**config.mk**
```make
export PLATFORM = sky130hd
export DESIGN_NAME = ram_sync_fill_flat
export DESIGN_NICKNAME = d
export VERILOG_FILES = /design/src/rtl/ram_sync_fill_if.sv /design/src/rtl/ram_sync_fill.sv /design/src/flat_wrapper.sv
export SDC_FILE = /design/constraint.sdc
export NUM_CORES = 1
export LEC_CHECK = 0
export CAP_MARGIN = 20
export CORE_AREA = 2 2 154 156
export CTS_CLUSTER_DIAMETER = 200
export DETAILED_ROUTE_END_ITERATION = 6
export DIE_AREA = 0 0 156 158
export MAX_ROUTING_LAYER = met4
export PLACE_DENSITY = 0.51
export SYNTH_ARGS = -nofsm -noshare
export SYNTH_HDL_FRONTEND = slang
export SYNTH_SLANG_ARGS = --single-unit
```
**constraint.sdc**
```tcl
create_clock -name clock -period 5.65 [get_ports clock]
set_clock_uncertainty 0.05 [all_clocks]
set_input_delay 1.4125 -clock clock [delete_from_list [all_inputs] [get_ports clock]]
set_output_delay 1.4125 -clock clock [all_outputs]
set_load 0.01 [all_outputs]
```
**src/rtl/ram_sync_fill_if.sv**
```systemverilog
// Bus bundle for ram_sync_fill: write port, read port and the status outputs.
// The master side drives requests; the slave side (the RAM) returns data.
interface ram_sync_fill_if #(
  parameter int unsigned ADDR_WIDTH = 4,
  parameter int unsigned DATA_WIDTH = 8
);
  logic                  we;
  logic [ADDR_WIDTH-1:0] WAddr;
  logic [DATA_WIDTH-1:0] Din;
  logic                  re;
  logic [ADDR_WIDTH-1:0] RAddr;
  logic [DATA_WIDTH-1:0] Dout;
  logic                  Dvalid;
  logic                  ready;

  modport master (
    output we, WAddr, Din, re, RAddr,
    input  Dout, Dvalid, ready
  );

  modport slave (
    input  we, WAddr, Din, re, RAddr,
    output Dout, Dvalid, ready
  );
endinterface

```
**src/rtl/ram_sync_fill.sv**
```systemverilog
// Single-clock RAM that sweeps FILL into every word after reset, then serves
// one write and one registered read per cycle.
// Optional macro RAM_SYNC_FILL_BYPASS_EN: a same-cycle write and read to one
// address returns the new write data instead of the old stored word.
module ram_sync_fill #(
  parameter int unsigned           ADDR_WIDTH = 4,
  parameter int unsigned           DATA_WIDTH = 8,
  parameter logic [DATA_WIDTH-1:0] FILL       = '0
) (
  input logic           clock,
  input logic           reset,  // synchronous, active-low
  ram_sync_fill_if.slave bus_io
);

  localparam int unsigned           DEPTH    = 2 ** ADDR_WIDTH;
  localparam logic [ADDR_WIDTH-1:0] LastAddr = ADDR_WIDTH'(DEPTH - 1);

  typedef enum logic {StInit, StRun} state_e;

  state_e                state_q, state_d;
  logic [ADDR_WIDTH-1:0] cnt_q, cnt_d;
  logic                  ready_q;
  logic [DATA_WIDTH-1:0] dout_q, dout_d;
  logic                  dvalid_q, dvalid_d;

  logic [DATA_WIDTH-1:0] mem_q [DEPTH];

  logic                  mem_we;
  logic [ADDR_WIDTH-1:0] mem_waddr;
  logic [DATA_WIDTH-1:0] mem_wdata;

  // Next state, memory write port mux (fill sweep vs. user write) and read data.
  always_comb begin
    state_d   = state_q;
    cnt_d     = cnt_q;
    mem_we    = 1'b0;
    mem_waddr = cnt_q;
    mem_wdata = FILL;
    dout_d    = dout_q;
    dvalid_d  = 1'b0;
    unique case (state_q)
      StInit: begin
        mem_we = 1'b1;
        cnt_d  = cnt_q + 1'b1;
        if (cnt_q == LastAddr) begin
          state_d = StRun;
        end
      end
      StRun: begin
        if (ready_q && bus_io.we) begin
          mem_we    = 1'b1;
          mem_waddr = bus_io.WAddr;
          mem_wdata = bus_io.Din;
        end
        if (ready_q && bus_io.re) begin
          dvalid_d = 1'b1;
          // Read sees the pre-write contents unless forwarding is enabled.
          dout_d   = mem_q[bus_io.RAddr];
`ifdef RAM_SYNC_FILL_BYPASS_EN
          if (bus_io.we && (bus_io.WAddr == bus_io.RAddr)) begin
            dout_d = bus_io.Din;
          end
`endif
        end
      end
      default: state_d = StInit;
    endcase
  end

  // Control and output registers with synchronous active-low reset.
  always_ff @(posedge clock) begin
    if (!reset) begin
      state_q  <= StInit;
      cnt_q    <= '0;
      ready_q  <= 1'b0;
      dout_q   <= '0;
      dvalid_q <= 1'b0;
    end else begin
      state_q  <= state_d;
      cnt_q    <= cnt_d;
      // Registered from next state so ready rises on the edge that leaves INIT.
      ready_q  <= (state_d == StRun);
      dout_q   <= dout_d;
      dvalid_q <= dvalid_d;
    end
  end

  // Storage array; reset does not clear it, only the fill sweep does.
  always_ff @(posedge clock) begin
    if (reset && mem_we) begin
      mem_q[mem_waddr] <= mem_wdata;
    end
  end

  assign bus_io.Dout   = dout_q;
  assign bus_io.Dvalid = dvalid_q;
  assign bus_io.ready  = ready_q;

endmodule

```
**src/flat_wrapper.sv**
```systemverilog
// flat-port wrapper written by rule: the top's interface ports become plain ports
module ram_sync_fill_flat 
#(
  parameter int unsigned           ADDR_WIDTH = 4,
  parameter int unsigned           DATA_WIDTH = 8,
  parameter logic [DATA_WIDTH-1:0] FILL       = '0
)
  (clock, reset, bus_io_we, bus_io_WAddr, bus_io_Din, bus_io_re, bus_io_RAddr, bus_io_Dout, bus_io_Dvalid, bus_io_ready);
  ram_sync_fill_if #(.ADDR_WIDTH(ADDR_WIDTH), .DATA_WIDTH(DATA_WIDTH)) bus_io_i ();
  input logic clock;
  input logic reset;
  input wire logic [$bits(bus_io_i.we)-1:0] bus_io_we;
  input wire logic [$bits(bus_io_i.WAddr)-1:0] bus_io_WAddr;
  input wire logic [$bits(bus_io_i.Din)-1:0] bus_io_Din;
  input wire logic [$bits(bus_io_i.re)-1:0] bus_io_re;
  input wire logic [$bits(bus_io_i.RAddr)-1:0] bus_io_RAddr;
  output wire logic [$bits(bus_io_i.Dout)-1:0] bus_io_Dout;
  output wire logic [$bits(bus_io_i.Dvalid)-1:0] bus_io_Dvalid;
  output wire logic [$bits(bus_io_i.ready)-1:0] bus_io_ready;
  assign bus_io_i.we = bus_io_we;
  assign bus_io_i.WAddr = bus_io_WAddr;
  assign bus_io_i.Din = bus_io_Din;
  assign bus_io_i.re = bus_io_re;
  assign bus_io_i.RAddr = bus_io_RAddr;
  assign bus_io_Dout = bus_io_i.Dout;
  assign bus_io_Dvalid = bus_io_i.Dvalid;
  assign bus_io_ready = bus_io_i.ready;
  ram_sync_fill #(.ADDR_WIDTH(ADDR_WIDTH), .DATA_WIDTH(DATA_WIDTH), .FILL(FILL)) u_core (.clock(clock), .reset(reset), .bus_io(bus_io_i));
endmodule
```
==> results.py <==
metrics = {
    "outcome": {
        "status": "finished, final reports clean",
    },
    "setup_path": {
        "worstSetupPathType": "in -> reg",
        "rrSetupSlack_ns": 2.68,
        "cp_data_arrival_time_ns": 3.65,
        "cp_data_required_time_ns": 5.64,
        "reg2reg_to": "u_core.mem_q[2][7]$_DFFE_PP_",
        "start_kind": "input port",
        "crit_fanout": 10,
        "r2r_cells": 4,
        "reg2reg_from": "u_core.state_q$_SDFF_PN0_",
        "cp-end-kind": "flip-flop",
    },
    "placed_design": {
        "place.gp.congestion": 0.7441,
        "port_buffers": 29,
        "hpwl_um": 7809,
    },
    "synthesis": {
        "avgSynthCellArea_um2": 19.35,
        "ys_async_sr_fraction_pct": 0,
        "synth_fp_nets": 312,
        "synth_edf_count": 128,
        "synth_area_um2": 5632,
        "synth_area_leader_cell": "edfxtp_1",
        "synth_flop_cell": "edfxtp_1",
        "synth_cells": 291,
        "synth_area_leaders": "edfxtp_1, mux4_2, dfxtp_1",
        "synthDistinctLibCells": 34,
        "synth_seq_cells": 142,
        "ys_seq_area_share_pct": 73.23,
        "netlist.area_leader.share_pct": 68.25,
        "ys_warn_count": 0,
    },
    "timing": {
        "fmax_mhz": 273.4,
        "holdWs_ns": 0.4132,
        "hold_violations": 0,
        "setup_tns_ns": 0,
        "worst_pin_slew_ns": 1.015,
        "fin_crit_sh_pct": 64.75,
        "grt_setup_unrepaired": "false",
        "finalSetupViolations": 0,
        "slew_headroom_pct": 32.15,
        "maxSlewViolCount": 0,
        "fin_crit_ns": 3.658,
    },
    "cts": {
        "cts.htree.levels": 4,
        "numCtsBuffers": 17,
        "clk_latency_ns": 0.42,
        "cts_tree": "yes",
        "clkTransAtPathRegs_ns": 0.06,
        "ctsResizeCount": 0,
        "cts_setup_buffers": 0,
        "holdBufCountCts": 0,
        "clockBufferDepth": 2,
        "root_buffer": "clkbuf_16",
        "cts_sinks": 142,
    },
    "die": {
        "die_w_um": 156,
        "start_util_pct": 24.43,
        "die-area_um2": 24650,
        "placement_rows": 56,
        "placeableCoreArea_um2": 23050,
        "io_pins": 30,
        "die_height_um": 158,
    },
    "pwr": {
        "p_leak_nw": 2.366,
        "total_power_mw": 2.313,
        "vdd.ir_drop.worst_v": 0.0001376,
        "power_density_nw_per_um2": 341.7,
    },
    "grt": {
        "globalRoute.totalOverflow": 0,
        "grt_pass1_vias": 2789,
        "grt_usage_pct": 10.41,
        "grt_start_max_net_pins": 35,
        "grt_pass1_wl_um": 17520,
        "antenna_found_initial": 0,
    },
    "drt": {
        "first_pass_iters": 4,
        "drc": 0,
        "wl_per_cell_um": 18.54,
        "ant_nets": 0,
        "drtIter0Drc": 247,
        "vias_per_cell": 4.345,
        "dr_total_vias": 2733,
        "drt-total-wl_um": 11660,
    },
    "final_layout": {
        "syn_to_final_growth_pct": 20.17,
        "final_nets": 347,
        "final_common_cell": "edfxtp_1",
        "drive_gt1_share_pct": 18.29,
        "layout_common_cells": "edfxtp_1, clkdlybuf4s50_1, mux4_2",
        "num_antenna_cells": 0,
    },
    "run": {
        "cap_viol_max_count": 0,
    },
    "worst_hold_path": {
        "whs_path_depth": 2,
        "hold_class": "reg -> reg",
        "hp-start": "u_core.bus_io.Dout[0]$_SDFFE_PN0P_",
        "hold_end": "u_core.bus_io.Dout[0]$_SDFFE_PN0P_",
    },
}
==> cell families after synthesis <==
family          count (synthesis)  share of synthesized area, %
fa+ha+maj                       1                        0.2221
xor+xnor                        3                        0.4666
flops                         142                         73.23
simple gates                   52                         4.843
mux                            51                         16.44
compound gates                 24                         2.733
buf+inv                        18                         2.066
==> sequential cells by signal (all words and copies together) (netlist names) <==
name                  count
u_core.mem_q            128
u_core.cnt_q              4
u_core.state_q            1
u_core.bus_io.Dvalid      1
u_core.bus_io.Dout        8
==> metrics by stage <==
step                      setup slack, ns  instance area (um^2)  util, %  std cells
after CTS                           2.045                  6768    29.36        629
after floorplan                     2.578                  5632        -        291
final                               1.992                  6768    29.36        629
after global routing                1.839                  6768    29.36        629
after detailed placement            1.615                  6190    26.85        597
after global placement              1.698                  6190    26.85        597
==> final cells by class <==
type | count | area, um^2
clock buffers | 22 | 464.2
clock inverters | 10 | 113.9
fillers | 2216 | 16280
inverters | 3 | 11.26
multi-input cells | 131 | 1391
flip-flops and latches | 142 | 4124
well taps | 290 | 362.8
repair buffers | 31 | 300.3
==> worst max-delay path, stage by stage <==
cell	delay (ns)
clkdlybuf4s50_1	0.62
nand2_1	0.27
mux2i_1	0.36
nand3_1	0.26
nor2_1	0.72
==> synth_stat cells (2+ instances only) <==
cell      count
clkbuf_1      5
mux2_2        8
nor3b_1       2
mux2i_1      13
inv_1         3
nand3_1       4
o21ai_1       6
nand3b_1      3
nor2_1       18
o21ai_0       2
buf_4         4
mux4_2       22
xnor2_1       3
edfxtp_1    128
buf_6         2
buf_2         2
nor2b_1       2
a31oi_1       5
and2_1        5
and3_1        9
nand2_1       5
a22oi_1       7
dfxtp_1      14
mux4_1        8
nand4b_1      2
==> power by group <==
group          switching (mW)  internal (mW)
registers             0.00508           1.14
clock network           0.402          0.672
logic                  0.0469         0.0441
total                   0.454           1.86
==> worst max path at each step <==
stage                    from                       endpoint  slack (ns)  cells past startpoint
CTS                 bus_io_we   u_core.mem_q[1][6]$_DFFE_PP_        2.05                      5
global placement    bus_io_we   u_core.mem_q[2][6]$_DFFE_PP_        1.70                      5
floorplan           bus_io_we  u_core.mem_q[10][0]$_DFFE_PP_        2.58                      5
global route        bus_io_we   u_core.mem_q[2][7]$_DFFE_PP_        1.84                      5
detailed placement  bus_io_we   u_core.mem_q[1][1]$_DFFE_PP_        1.62                      5
finish              bus_io_we   u_core.mem_q[2][7]$_DFFE_PP_        1.99                      5
==> per-layer routing <==
metal	wire length (um)	vias to the layer above	track usage (%)
li1	-	1258	-
met1	5463	1379	14.39
met2	5131	85	14.41
met3	949	11	3.340
met4	114	0	3.539
met5	0	-	-
No activity file was read; power rests on OpenSTA's default activity.
